$ cat config.mk
export PLATFORM = sky130hd
export DESIGN_NAME = adc_arbiter
export DESIGN_NICKNAME = d
export VERILOG_FILES = /design/src/rtl/adc_pkg.sv /design/src/rtl/adc_sclk_gen.sv /design/src/rtl/adc_arbiter.sv
export SDC_FILE = /design/constraint.sdc
export NUM_CORES = 1
export LEC_CHECK = 0
export CORE_UTILIZATION = 47
export DETAILED_ROUTE_END_ITERATION = 12
export PLACE_DENSITY = 0.72
export SYNTH_ARGS = -nofsm -noshare
export SYNTH_HDL_FRONTEND = slang
export SYNTH_SLANG_ARGS = --single-unit
$ cat constraint.sdc
create_clock -name clk -period 1.95 [get_ports clk]
set_input_delay 0.195 -clock clk [delete_from_list [all_inputs] [get_ports clk]]
set_output_delay 0.195 -clock clk [all_outputs]
set_load 0.02 [all_outputs]
$ cat src/rtl/adc_pkg.sv
`default_nettype none
// +----------------------------------------------------------------------+
// | adc_pkg : shared types and frame constants for the MCP3008 arbiter    |
// | rev 1.0                                                              |
// +----------------------------------------------------------------------+
package adc_pkg;

  typedef enum logic [1:0] {
    IDLE   = 2'd0,
    SHIFT  = 2'd1,
    FINISH = 2'd2,
    GAP    = 2'd3
  } state_t;

  localparam int FRAME_BITS = 17;
  localparam int CMD_BITS   = 5;
  localparam int NULL_EDGE  = 7;
  localparam int RESULT_W   = 10;
  localparam int BIT_CNT_W  = 5;

endpackage
`default_nettype wire

$ cat src/rtl/adc_sclk_gen.sv
`default_nettype none
// +----------------------------------------------------------------------+
// | adc_sclk_gen : SCLK divider emitting rise/fall strobes while enabled  |
// | rev 1.0                                                              |
// +----------------------------------------------------------------------+
module adc_sclk_gen #(
  parameter int HALF_DIV = 4
) (
  input  logic clk,
  input  logic rst_n,
  input  logic i_en,
  output logic o_sclk,
  output logic o_rise,
  output logic o_fall
);

  localparam int CNT_W = $clog2(HALF_DIV);

  logic [CNT_W-1:0] r_cnt;
  logic             r_sclk;
  logic             w_tc;

  assign w_tc = i_en && (r_cnt == CNT_W'(HALF_DIV - 1));

  // Disabling parks the divider so every frame starts with a full low half.
  always_ff @(posedge clk or negedge rst_n) begin
    if (!rst_n) begin
      r_cnt  <= '0;
      r_sclk <= 1'b0;
    end else if (!i_en) begin
      r_cnt  <= '0;
      r_sclk <= 1'b0;
    end else if (w_tc) begin
      r_cnt  <= '0;
      r_sclk <= ~r_sclk;
    end else begin
      r_cnt  <= r_cnt + CNT_W'(1);
    end
  end

  assign o_sclk = r_sclk;
  assign o_rise = w_tc && !r_sclk;
  assign o_fall = w_tc && r_sclk;

endmodule
`default_nettype wire

$ cat src/rtl/adc_arbiter.sv
`default_nettype none
// +----------------------------------------------------------------------+
// | adc_arbiter : round-robin sharing of one MCP3008 among NUM_REQ users  |
// | rev 1.0                                                              |
// +----------------------------------------------------------------------+
module adc_arbiter
  import adc_pkg::*;
#(
  parameter int NUM_REQ  = 4,
  parameter int HALF_DIV = 4,
  parameter int CS_IDLE  = 8
) (
  input  logic                       clk,
  input  logic                       rst_n,
  input  logic [NUM_REQ-1:0]         i_req,
  input  logic [NUM_REQ-1:0][2:0]    i_req_ch,
  input  logic [NUM_REQ-1:0]         i_req_sgl,
  output logic [NUM_REQ-1:0]         o_grant,
  output logic                       o_done,
  output logic [$clog2(NUM_REQ)-1:0] o_done_id,
  output logic [RESULT_W-1:0]        o_data,
  output logic                       o_err,
  output logic                       o_adc_cs_n,
  output logic                       o_adc_sclk,
  output logic                       o_adc_din,
  input  logic                       i_adc_dout
);

  localparam int IDW   = $clog2(NUM_REQ);
  localparam int GAP_W = $clog2(CS_IDLE + 1);

  state_t                r_state, w_state_nxt;
  logic                  r_armed;
  logic [IDW-1:0]        r_ptr, r_id, r_done_id, w_win;
  logic                  w_found;
  logic [CMD_BITS-1:0]   r_cmd;
  logic [BIT_CNT_W-1:0]  r_bit, w_edge;
  logic                  r_null, r_err;
  logic [RESULT_W-1:0]   r_shift, r_data;
  logic [GAP_W-1:0]      r_gap;
  logic                  w_rise, w_fall, w_sclk_en, w_grant_now, w_last_fall;

  // Search starts one past the last served index; r_ptr resets to the top index.
  always_comb begin
    logic [IDW:0] w_sum;
    w_found = 1'b0;
    w_win   = '0;
    w_sum   = '0;
    for (int i = 0; i < NUM_REQ; i++) begin
      w_sum = {1'b0, r_ptr} + (IDW+1)'(i + 1);
      if (w_sum >= (IDW+1)'(NUM_REQ)) w_sum = w_sum - (IDW+1)'(NUM_REQ);
      if (!w_found && i_req[w_sum[IDW-1:0]]) begin
        w_found = 1'b1;
        w_win   = w_sum[IDW-1:0];
      end
    end
  end

  assign w_sclk_en   = (r_state == SHIFT);
  assign w_grant_now = (r_state == IDLE) && r_armed && w_found;
  assign w_edge      = r_bit + BIT_CNT_W'(1);
  assign w_last_fall = w_sclk_en && w_fall && (r_bit == BIT_CNT_W'(FRAME_BITS - 1));

  adc_sclk_gen #(.HALF_DIV(HALF_DIV)) u_sclk (
    .clk    (clk),
    .rst_n  (rst_n),
    .i_en   (w_sclk_en),
    .o_sclk (o_adc_sclk),
    .o_rise (w_rise),
    .o_fall (w_fall)
  );

  always_ff @(posedge clk or negedge rst_n) begin
    if (!rst_n) r_state <= IDLE;
    else        r_state <= w_state_nxt;
  end

  always_comb begin
    w_state_nxt = r_state;
    o_adc_cs_n  = 1'b1;
    o_adc_din   = 1'b0;
    o_grant     = '0;
    o_done      = 1'b0;
    case (r_state)
      IDLE:   if (w_grant_now) w_state_nxt = SHIFT;
      SHIFT: begin
        o_adc_cs_n     = 1'b0;
        o_adc_din      = r_cmd[CMD_BITS-1];
        o_grant[r_id]  = 1'b1;
        if (w_last_fall) w_state_nxt = FINISH;
      end
      FINISH: begin
        o_done      = 1'b1;
        w_state_nxt = (CS_IDLE <= 1) ? IDLE : GAP;
      end
      GAP:    if (r_gap >= GAP_W'(CS_IDLE)) w_state_nxt = IDLE;
      default: w_state_nxt = IDLE;
    endcase
  end

  // r_armed holds off the very first grant until the second edge after reset.
  always_ff @(posedge clk or negedge rst_n) begin
    if (!rst_n) begin
      r_armed   <= 1'b0;
      r_ptr     <= IDW'(NUM_REQ - 1);
      r_id      <= '0;
      r_cmd     <= '0;
      r_bit     <= '0;
      r_null    <= 1'b0;
      r_shift   <= '0;
      r_data    <= '0;
      r_err     <= 1'b0;
      r_done_id <= '0;
      r_gap     <= '0;
    end else begin
      r_armed <= 1'b1;
      if (w_grant_now) begin
        r_id  <= w_win;
        r_ptr <= w_win;
        r_cmd <= {1'b1, i_req_sgl[w_win], i_req_ch[w_win]};
        r_bit <= '0;
      end
      if (w_sclk_en && w_fall) begin
        r_bit <= w_edge;
        r_cmd <= {r_cmd[CMD_BITS-2:0], 1'b0};
      end
      if (w_sclk_en && w_rise) begin
        if (w_edge == BIT_CNT_W'(NULL_EDGE))     r_null  <= i_adc_dout;
        else if (w_edge > BIT_CNT_W'(NULL_EDGE)) r_shift <= {r_shift[RESULT_W-2:0], i_adc_dout};
      end
      if (w_last_fall) begin
        r_data    <= r_shift;
        r_err     <= r_null;
        r_done_id <= r_id;
        r_gap     <= GAP_W'(1);
      end else if ((r_state == FINISH || r_state == GAP) && r_gap < GAP_W'(CS_IDLE)) begin
        r_gap <= r_gap + GAP_W'(1);
      end
    end
  end

  assign o_data    = r_data;
  assign o_err     = r_err;
  assign o_done_id = r_done_id;

endmodule
`default_nettype wire

==> qor.yml <==
yosys:
  syn_area_per_cell_sq_um: 11.6
  synth.yosys.warnings: 0
  synthFlopType: "dfrtp_1"
  synth-adder-area-share_pct: 5.72
  synth-compound-area-share_pct: 10.3
  netlist_area_sq_mm: 0.00241
  synth-xor-area-share_pct: 2.18
  synth-seq-cells: 48
  synthesis.nets: 242
  synth_mux_area_share_pct: 16.8
  yosysUniqueCellTypes: 44
  syn_inst: 208
  synth_top_family_by_area: "multiplexers"
  synth_edf_count: 0
  ys_seq_area_share_pct: 50.0
  yosys.area_share.simple_pct: 11.6
  postSynth.asyncResetShare_pct: 100
cts:
  clk-insertion-delay-late_ns: 0.30
  cts_made_buffers: 5
  root_buffer: "clkbuf_8"
  cts_sinks: 48
  tritoncts: "yes"
  clkTransAtPathRegs_ns: 0.09
  htreeDepth: 2
  cts_buffer_depth: 2
floorplan:
  die_w_microns: 73.6
  coreArea_sq_mm: 0.00482
  initial_utilization_pct: 50.0
  ios: 44
  dieArea_sq_mm: 0.00541
  chipHeight_microns: 73.6
  fp-row-count: 25
global_route:
  grt-ovfl-total: 0
  antenna_found_initial: 0
  grt_usage_pct: 19.0
  grt_max_degree: 21
  grt_pass1_vias: 1685
  grt_pass1_wl_mm: 7.85
critical_path:
  crit_type: "flop to flop"
  arrival_ns: 2.04
  cp-start-kind: "flop"
  required_ns: 2.13
  crit_fanout: 10
  crit_path_end_kind: "flop"
drt:
  routed_via_density: 4.99
  wl_mm: 4.43
  drt_iter0_drc: 50
  final_antenna_net_count: 0
  drt-pass1-iter-count: 4
  wire_per_inst_microns: 12.9
  drc_errors: 0
  vias: 1708
run_status:
  outcome: "completed"
cells_and_area:
  post-route-util_pct: 66.3
  antenna_cells: 0
  drive_gt1_share_pct: 25.5
  stdcell_area_sq_mm: 0.00320
  nNetsFinal: 308
  area_delta_synth_final_pct: 32.7
timing:
  max-slew-margin-rel_pct: 59.7
  tns_ns: 0
  finalCritPeriodShare_pct: 95.4
  tightest_slew_ns: 0.602
  fin_skew_ns: 0.00298
  fmax_mhz: 538
  layout_setup_ws_ns: 0.0904
  period_minus_slack_ns: 1.86
  maxSlewViolCount: 0
  hold_viol: 0
  setup_viol: 0
run:
  max_cap_viol_count: 0
power_and_ir_drop:
  ir_worst_vdd_mv: 0.363
  p_leak_nw: 1.55
  power_w: 0.00185
  powerDensity_mw_per_mm2: 580
hold_path:
  hold_path.class: "input port to async pin"
placement:
  placed_area_sq_mm: 0.00305
  hpwlAfterDp_mm: 3.38
  pre_cts_ws_ns: 0.00204
  io_buffers: 43
  place.gp.congestion: 0.815
## kinds of logic after synthesis
| kind of cell | after synthesis |
|---|---|
| compound gates | 34 |
| xor+xnor | 6 |
| fa+ha+maj | 11 |
| buf+inv | 16 |
| flops | 48 |
| mux | 37 |
| other cells | 1 |
| simple gates | 55 |
## state kept, by name, indices dropped and copies added (netlist names)
register and count:
o_data 10, o_done_id 2, o_err 1, r_armed 1
r_bit 5, r_cmd 5, r_gap 4, r_id 2
r_null 1, r_ptr 2, r_shift 10, r_state 2
u_sclk.o_sclk 1, u_sclk.r_cnt 2
## layer usage
| metal | up-vias | routed length (microns) | part of all wire [%] | track usage [%] |
|---|---|---|---|---|
| met1 | 832 | 2200 | 50 | 26.0 |
| met3 | 4 | 104 | 2.4 | 4.39 |
| li1 | 851 | - | - | - |
| met5 | - | 0 | 0 | 0 |
| met2 | 21 | 2090 | 47 | 29.9 |
| met4 | 0 | 36 | 0.81 | 5.98 |
## worst max-delay path: stages, from the launching register on
cell	delay, ns
dfrtp_2	0.45
ha_2	0.22
xnor2_1	0.16
nor4b_2	0.37
o21ai_4	0.09
buf_12	0.15
mux2_1	0.31
## synth_stat cells, drive strengths merged, types with 2 or more instances
| cell type | count | share of area [%] |
|---|---|---|
| nand3 | 4 | 1.0 |
| dfrtp | 46 | 48 |
| ha | 11 | 5.7 |
| nand2 | 18 | 2.8 |
| nor2 | 14 | 2.2 |
| nor3 | 6 | 1.5 |
| mux2i | 12 | 5.0 |
| a21oi | 7 | 1.5 |
| inv | 10 | 1.6 |
| and2 | 2 | 0.52 |
| o21ai | 14 | 3.5 |
| xnor2 | 4 | 1.5 |
| and3 | 3 | 0.99 |
| buf | 4 | 1.3 |
| mux2 | 25 | 12 |
| a21o | 3 | 0.94 |
| dfstp | 2 | 2.2 |
| xor2 | 2 | 0.73 |
| nand2b | 4 | 1.0 |
| clkbuf | 2 | 0.31 |
## placed cells by master, fill, tap and decap left out, types with 2 or more instances in the layout
cell,n
dfrtp_1,45
clkdlybuf4s50_1,35
mux2_2,20
nand2_1,18
buf_4,18
nor2_1,13
o21ai_0,12
mux2i_1,12
inv_1,10
ha_1,9
a21oi_1,7
nor3_1,5
clkbuf_8,5
xnor2_1,4
nand2b_1,4
mux2_1,4
a21o_1,3
nand3_1,3
dlygate4sd2_1,3
and2_1,2
and3_1,2
xor2_1,2
dlymetal6s2s_1,2
clkbuf_2,2
buf_12,2
dfstp_2,2
## stage by stage
stage               hold WS [ns]  instances
global placement          0.0795        332
global route               0.308        342
floorplan                 -0.101        208
detailed placement        0.0779        332
CTS                        0.288        341
finish                     0.286        342
## repair_timing
item,4_1_cts,5_1_grt
gates resized for setup,6,13
buffers inserted,0,1
hold endpoints to repair,9,0
pin swaps,0,2
hold buffers,1,0
endpoints found under the setup margin,7,20
## where the power goes
part | switching, W | internal, W
clock network | 0.000328 | 0.000379
registers | 0.00000605 | 0.00100
logic | 0.0000553 | 0.0000809
## final cells by class
class,count,area [sq um]
multi-input combinational,144,1140
sequential,48,1200
timing repair buffer,65,613
fill,405,1620
clock inverter,3,42.5
clock buffer,5,68.8
tap,67,83.8
inverter,10,37.5
## final timing paths
kind	slack, ns	depth (start not counted)	endpoint	from
max	0.09	6	r_shift[9]$_DFFE_PN0P_	r_bit[0]$_DFFE_PN0P_
min reg2reg	0.44	1	u_sclk.r_cnt[0]$_DFF_PN0_	u_sclk.r_cnt[0]$_DFF_PN0_
min in group clk	0.44	1	u_sclk.r_cnt[0]$_DFF_PN0_	u_sclk.r_cnt[0]$_DFF_PN0_
min	0.29	2	o_data[4]$_DFFE_PN0P_	rst_n
max in group asynchronous	1.07	3	r_ptr[1]$_DFFE_PN1P_	rst_n
max reg2reg	0.09	6	r_shift[9]$_DFFE_PN0P_	r_bit[0]$_DFFE_PN0P_
(Power assumes the default switching activity.)
